File: src/rtl/td4_pkg.sv
// td4_pkg: shared widths, memory reset word and loader state encoding for the TD4 tile
package td4_pkg;
  localparam int ADDR_W = 4;
  localparam int DATA_W = 8;
  localparam int ROM_DEPTH = 1 << ADDR_W;
  localparam logic [7:0] ROM_RESET_WORD = 8'h00;
  typedef enum logic [1:0] {IDLE, LOAD_WAIT, LOAD_ACK, RUN} ld_state_e;
endpackage

File: src/rtl/td4_sync.sv
// td4_sync: multi-flop synchronizer for an asynchronous pin, resets to 0
module td4_sync #(
  parameter int STAGES = 2
) (
  input  logic clk,
  input  logic rst_n,
  input  logic d,
  output logic q
);
  logic [STAGES-1:0] ff;
  always_ff @(posedge clk or negedge rst_n)
    if (!rst_n) ff <= '0;
    else ff <= {ff[STAGES-2:0], d};
  assign q = ff[STAGES-1];
endmodule

File: src/rtl/td4_prog_loader.sv
// td4_prog_loader: loads TD4 program memory over a 4-phase strobe/ack handshake
// and serves CPU fetches from it, holding the CPU in reset while loading
import td4_pkg::*;
module td4_prog_loader #(
  parameter int ADDR_W      = td4_pkg::ADDR_W,
  parameter int DATA_W      = td4_pkg::DATA_W,
  parameter int SYNC_STAGES = 2
) (
  input  logic              clk,
  input  logic              rst_n,
  input  logic              ena,
  input  logic              host_mode_i,
  input  logic              host_strobe_i,
  input  logic [DATA_W-1:0] host_data_i,
  output logic              host_ack_o,
  output logic [DATA_W-1:0] host_rdbk_o,
  output logic [ADDR_W:0]   load_cnt_o,
  output logic              cpu_rst_n_o,
  input  logic [ADDR_W-1:0] cpu_addr_i,
  output logic [DATA_W-1:0] cpu_instr_o
);
  localparam int DEPTH = 1 << ADDR_W;
  localparam logic [ADDR_W:0] CNT_MAX = (ADDR_W+1)'(DEPTH);
  ld_state_e state, state_n;
  logic mode_s, strb_s, strb_d, rise, fall, we, ack_n, crst_n;
  logic [ADDR_W-1:0] wr_ptr, ptr_n;
  logic [ADDR_W:0] cnt_n;
  logic [DATA_W-1:0] mem [DEPTH];
  td4_sync #(.STAGES(SYNC_STAGES)) u_mode_sync (.clk(clk), .rst_n(rst_n), .d(host_mode_i), .q(mode_s));
  td4_sync #(.STAGES(SYNC_STAGES)) u_strb_sync (.clk(clk), .rst_n(rst_n), .d(host_strobe_i), .q(strb_s));
  // Edge history keeps sampling under ena=0 so a rise seen while frozen is consumed
  always_ff @(posedge clk or negedge rst_n)
    if (!rst_n) strb_d <= 1'b0;
    else strb_d <= strb_s;
  assign rise = strb_s & ~strb_d;
  assign fall = ~strb_s & strb_d;
  always_comb begin
    state_n = state;
    ptr_n = wr_ptr;
    cnt_n = load_cnt_o;
    ack_n = host_ack_o;
    crst_n = cpu_rst_n_o;
    we = 1'b0;
    case (state)
      IDLE: begin
        state_n = mode_s ? LOAD_WAIT : RUN;
        ptr_n = mode_s ? '0 : wr_ptr;
        cnt_n = mode_s ? '0 : load_cnt_o;
      end
      LOAD_WAIT: begin
        if (rise) begin
          we = 1'b1;
          ack_n = 1'b1;
          cnt_n = (load_cnt_o == CNT_MAX) ? load_cnt_o : load_cnt_o + 1'b1;
          state_n = LOAD_ACK;
        end else if (!mode_s) state_n = RUN;
      end
      LOAD_ACK: begin
        if (fall) begin
          ack_n = 1'b0;
          ptr_n = wr_ptr + 1'b1;
          state_n = LOAD_WAIT;
        end
      end
      RUN: begin
        crst_n = ~mode_s;
        state_n = mode_s ? LOAD_WAIT : RUN;
        ptr_n = mode_s ? '0 : wr_ptr;
        cnt_n = mode_s ? '0 : load_cnt_o;
      end
      default: state_n = IDLE;
    endcase
  end
  always_ff @(posedge clk or negedge rst_n)
    if (!rst_n) begin
      state <= IDLE;
      wr_ptr <= '0;
      load_cnt_o <= '0;
      host_ack_o <= 1'b0;
      cpu_rst_n_o <= 1'b0;
    end else if (ena) begin
      state <= state_n;
      wr_ptr <= ptr_n;
      load_cnt_o <= cnt_n;
      host_ack_o <= ack_n;
      cpu_rst_n_o <= crst_n;
    end
  always_ff @(posedge clk or negedge rst_n)
    if (!rst_n) for (int i = 0; i < DEPTH; i++) mem[i] <= DATA_W'(ROM_RESET_WORD);
    else if (ena && we) mem[wr_ptr] <= host_data_i;
  assign host_rdbk_o = (state == LOAD_WAIT || state == LOAD_ACK) ? mem[wr_ptr] : '0;
  assign cpu_instr_o = mem[cpu_addr_i];
endmodule

File: config.mk
export PLATFORM = sky130hd
export DESIGN_NAME = td4_prog_loader
export DESIGN_NICKNAME = d
export VERILOG_FILES = /design/src/rtl/td4_pkg.sv /design/src/rtl/td4_sync.sv /design/src/rtl/td4_prog_loader.sv
export SDC_FILE = /design/constraint.sdc
export NUM_CORES = 1
export LEC_CHECK = 0
export CAP_MARGIN = 10
export CORE_MARGIN = 2
export CORE_UTILIZATION = 40
export DETAILED_ROUTE_END_ITERATION = 12
export GPL_ROUTABILITY_DRIVEN = 1
export GPL_TIMING_DRIVEN = 0
export PLACE_DENSITY = 0.58
export SLEW_MARGIN = 20
export SYNTH_ARGS = -nofsm -noshare
export SYNTH_HDL_FRONTEND = slang
export SYNTH_SLANG_ARGS = --single-unit
File: constraint.sdc
create_clock -name clk -period 2.1 [get_ports clk]
set_input_delay 0.21 -clock clk [delete_from_list [all_inputs] [get_ports clk]]
set_output_delay 0.21 -clock clk [all_outputs]
set_load 0.01 [all_outputs]
**Word level (Yosys, flattened, before mapping)**

Index checks and enable logic that the tools add are counted.

- Bits of input ports: 17
- Output and inout port bits: 23
- Flip-flop bits (word level): 146

- Muxes and demuxes: 27
- $lt $le $gt $ge: 3
- Equality and inequality tests: 9
- Reduce and logical (&&, ||, !) cells: 13
- $add $sub $neg: 2
- Bitwise gates (word level): 7

Operators with widths:

| cell | number |
|---|---|
| bitwise mux 128 bit | 1 |
| binary-select mux 8 bit (select 4 bit) | 2 |
| two-way mux 8 bit | 6 |
| demux 8 bit (select 4 bit) | 1 |
| two-way mux 5 bit | 3 |
| greater-or-equal comparator 5 bit (second input constant) | 2 |
| inverter 4 -> 5 bit | 2 |
| case mux 5 bit (2 select lines) | 1 |
| two-way mux 2 bit | 4 |
| two-way mux 4 bit | 2 |
| case mux 4 bit (2 select lines) | 1 |
| AND reduction 4 bit | 2 |
| != test 2 bit (second input constant) | 3 |
| case mux 2 bit (3 select lines) | 1 |
| nonzero test 2 bit | 3 |
| adder 5 x 1 -> 5 bit (second input constant) | 1 |
| == test 5 bit (second input constant) | 1 |
| < comparator 5 x 1 -> 1 bit (second input constant) | 1 |
| AND reduction 5 bit | 1 |
| adder 4 x 1 -> 4 bit (second input constant) | 1 |
| == test 2 bit (second input constant) | 2 |
| two-way mux 1 bit | 4 |
| != test 3 bit (second input constant) | 1 |
| inverter 1 bit | 3 |
| other kinds (10) | 12 |

**Depth between registers and ports, before layout**

- Word-level depth: 6
- Gate-level depth with buffers: 9
- Mapped depth without buffers: 6

**By module**

From an unflattened synthesis, not the netlist that was laid out.

- Cells, all modules: 552
- Area, all modules: 7,970.1 µm²

By module, submodules not included:

| module | cells each | seq. area each (µm²) | area each (µm²) | instances |
|---|---|---|---|---|
| td4_prog_loader | 548 | 3,553.4 | 7,870.0 | 1 |
| td4_sync | 2 | 50.0 | 50.0 | 2 |

**Worst setup path before layout**

No wires, ideal clock.

- Kind: register to register
- Start: register wr_ptr[1]
- End: register mem[24] (netlist bit)
- Cell stages (with the launch flop): 10
- Buffers on the path: 4
- Required time: 1,975 ps
- Data arrival time: 2,004 ps
- Setup slack: -29 ps
- Path through: dfrtp_1 buf_2 buf_2 buf_2 inv_1 ha_1 and2_1 buf_2 nand3_2 mux2_2

- Cells in the longest elaborated chain, start to end: 6

Ends and longest elaborated chain:

| element | RTL line | source |
|---|---|---|
| from (decl) | td4_prog_loader.sv:26 | `logic [ADDR_W-1:0] wr_ptr, ptr_n;` |
| from (signal assigned) | td4_prog_loader.sv:83 | `wr_ptr <= ptr_n;` |
| inverter 4 -> 5 bit (implied by the code) * | td4_prog_loader.sv:90 | `else if (ena && we) mem[wr_ptr] <= host_data_i;` |
| greater-or-equal comparator 5 bit (implied by the code) / < comparator 5 x 1 -> 1 bit (equally long branches) | td4_prog_loader.sv:90 |  |
| logical AND 1 bit (implied by the code) | td4_prog_loader.sv:90 |  |
| two-way mux 8 bit (implied by the code) | td4_prog_loader.sv:90 |  |
| demux 8 bit (select 4 bit) * | td4_prog_loader.sv:90 |  |
| bitwise mux 128 bit * | td4_prog_loader.sv:90 |  |
| to (signal, indexed assignment) | td4_prog_loader.sv:90 |  |
| to (decl) | td4_prog_loader.sv:28 | `logic [DATA_W-1:0] mem [DEPTH];` |

Every way passes the cells marked *; elsewhere a longest branch is shown, timed or not.
A chain may end at the register's enable or synchronous reset.

**Worst setup path after layout**

- Start: register wr_ptr[1]
- End: output host_rdbk_o[2]

- Cells in the longest elaborated chain, start to end: 5

Ends and longest elaborated chain:

| element | RTL line | source |
|---|---|---|
| inverter 4 -> 5 bit (implied by the code) | td4_prog_loader.sv:91 | `assign host_rdbk_o = (state == LOAD_WAIT \|\| state == LOAD_ACK) ? mem[wr_ptr] : '0;` |
| binary-select mux 8 bit (select 4 bit) | td4_prog_loader.sv:91 |  |
| two-way mux 8 bit (implied by the code) (2 in a row) | td4_prog_loader.sv:91 |  |
| two-way mux 8 bit | td4_prog_loader.sv:91 |  |
| to (decl) | td4_prog_loader.sv:16 | `output logic [DATA_W-1:0] host_rdbk_o,` |

No other way between the ends. The select of a mux whose other input is x is not followed.

==> results.yml <==
status:
  outcome: "finished, violations left"
  failed_checks: "setup timing"
layout:
  nNetsFinal: 667
  layout_common_cells: "dfrtp_1 (145), mux2_2 (130), mux4_2 (48)"
  drive_above_1_share_pct: 50.7
  diodes: 0
  final_common_cell: "dfrtp_1"
  syn2layout_area_growth_pct: 25.7
placement:
  gp_congestion: 0.803
  io_buffers: 36
  hpwl_um: 14300
cts:
  cts_buffers: 17
  cts_tree: "built"
  cts_sinks: 146
  clk_latency_ns: 0.43
  clkTransAtPathRegs_ns: 0.06
  htreeDepth: 4
  clock_path_buffers: 2
  cts_root_buf: "clkbuf_16"
synth:
  syn-mean-instance-area_um2: 14.5
  ys_ff_latch: 146
  yosysUniqueCellTypes: 41
  synth_warnings: 0
  postSynth.asyncResetShare_pct: 100
  ys.flop_type: "dfrtp_1"
  synth_nets: 580
  syn_inst: 553
  synthesis.area_um2: 7990
  yosysSeqAreaShare_pct: 45.7
  synth-edff-count: 0
floorplan:
  placementRows: 51
  fp.dieArea_um2: 21100
  ioPinCount: 40
  initial_core_util_pct: 40.9
  fp.dieH_um: 145
  fp.dieW_um: 145
  core_um2: 19500
worst_setup_path:
  worst_ep_required_time_ns: 1.89
  crit_slowest_cell: "mux4_2"
  critical_path.cell_chain: "buf_6 > buf_12 > mux4_2 > o21ai_1 > nand2_1 > buf_2"
  cp-start-kind: "flop"
  cp.arrival_ns: 2.04
  max_stage_delay_ns: 0.50
  critPathKind: "flop to primary output"
  end_kind: "primary output"
  cp_max_fo: 6
pwr:
  cellLeakagePower_nw: 4.61
  ir_worst_vdd_mv: 0.549
  total_power_mw: 11.9
  pwr_density_cell_nw_per_um2: 1190
timing:
  fin_crit_ns: 2.25
  tns_ns: -1.61
  relSlewSlack_pct: 43.4
  tightestPinTransition_ns: 0.849
  fin_ws_ns: -0.150
  skew_ns: 0.00784
  slew_viol_final: 0
  fin_crit_sh_pct: 107
  rsz0062_at_grt: "true"
  fmax_ghz: 0.444
  setup_viol: 16
  hold_viol: 0
job:
  max_cap_viol_count: 0
route:
  vias: 5296
  drt_iter0_markers: 349
  detail-route-antenna-nets: 0
  wl_met3_um: 1130
  totalWireLength_um: 22200
  dr.pass1.iters: 4
  wire_per_inst_um: 24.2
  drc: 0
  highest_layer: "met4"
  wl_met2_um: 11000
  vias_per_cell: 5.77
  wl_met1_um: 9480
global_routing:
  grt_pass1_wl_um: 34300
  grt_usage_pct: 21.8
  antenna_found_initial: 0
  grt_max_degree: 92
  overflow: 0
  grt_pass1_vias: 5577
min_path:
  hold_class: "input port to flop"
cells by family after synthesis:
family	share of synthesized area, %
buf+inv	3.07
flops	45.7
compound gates	4.12
simple gates	5.68
mux	39.8
fa+ha+maj	1.57
synth_stat cells, drive strengths merged, types with 5 or more instances:
cell type,count,share of area [%]
a221oi,7,0.77
mux2,131,18
ha,10,1.6
inv,8,0.38
nand2,27,1.6
a21oi,5,0.31
dfrtp,146,46
nor2,12,0.56
nand2b,9,0.70
mux2i,32,4.0
o2bb2ai,5,0.55
clkbuf,18,0.85
nor2b,8,0.63
a22oi,7,0.66
o21ai,11,0.69
mux4,57,17
nand3,14,1.1
and2,6,0.47
buf,23,1.8
layer usage:
layer,global-route usage [%],vias up
met5,0,-
met4,7.21,0
met3,5.30,38
met2,36.0,163
met1,28.2,2807
li1,-,2288
worst max-delay path, delay by kind of cell, from the launching register on:
family | cells | cell delay, ns
buffers and inverters | 3 | 0.49
AND/OR/NAND/NOR | 1 | 0.09
multiplexers | 1 | 0.50
AO/OA/AOI/OAI | 1 | 0.16
flip-flops | 1 | 0.36
timing repair:
action                                  in CTS  in global routing
endpoints found under the hold margin       55                  0
setup buffers                               20                  8
endpoints found under the setup margin     138                144
hold buffers                                 1                  0
cloned                                       2                  1
resized for setup                          175                 37
pin swaps                                   18                  5
final cells by class:
cell class | count | area [um^2]
Sequential cell | 146 | 3650
Buffer | 40 | 400
Clock inverter | 9 | 153
Fill cell | 1682 | 9480
Timing Repair Buffer | 69 | 692
Inverter | 8 | 30.0
Tap cell | 265 | 332
Clock buffer | 23 | 478
Multi-Input combinational cell | 358 | 4300
metrics by stage:
stage,hold WS (ns),utilization (%),setup slack [ns],instances,area [um^2]
after detailed placement,0.167,44.6,-1.14,855,8720
after CTS,0.205,50.4,-0.157,909,9850
final,0.219,51.4,-0.150,918,10000
after floorplan,-0.0856,-,0.0498,553,7990
after global placement,0.332,44.5,-5.06,854,8690
after global routing,0.225,51.4,-0.219,918,10000
path summary, 6_finish.rpt:
path / depth (start not counted) / start / end / slack, ns
worst max-delay path: 6 / wr_ptr[1] / host_rdbk_o[2] / -0.15
worst max register to register: 7 / state[0] / mem[97] / 0.06
max in group asynchronous: 3 / rst_n / mem[105] / 1.03
worst min register to register: 0 / u_mode_sync.ff[0] / u_mode_sync.ff[1] / 0.35
min in group asynchronous: 2 / rst_n / u_strb_sync.ff[0] / 0.29
worst min-delay path: 1 / host_mode_i / u_mode_sync.ff[0] / 0.22
power breakdown:
group          total (mW)  internal, mW  switching, mW
registers            3.89          3.40          0.494
logic                4.78          2.49           2.29
clock network        3.27          2.08           1.19
total                11.9          7.97           3.98
registers in the layout, indices dropped and copies added, names as in the netlist:
name and count:
mem 128, load_cnt_o 5, wr_ptr 4, state 2, u_mode_sync.ff 2, u_strb_sync.ff 2, cpu_rst_n_o 1, host_ack_o 1
strb_d 1
No activity file was read; power rests on OpenSTA's default activity.
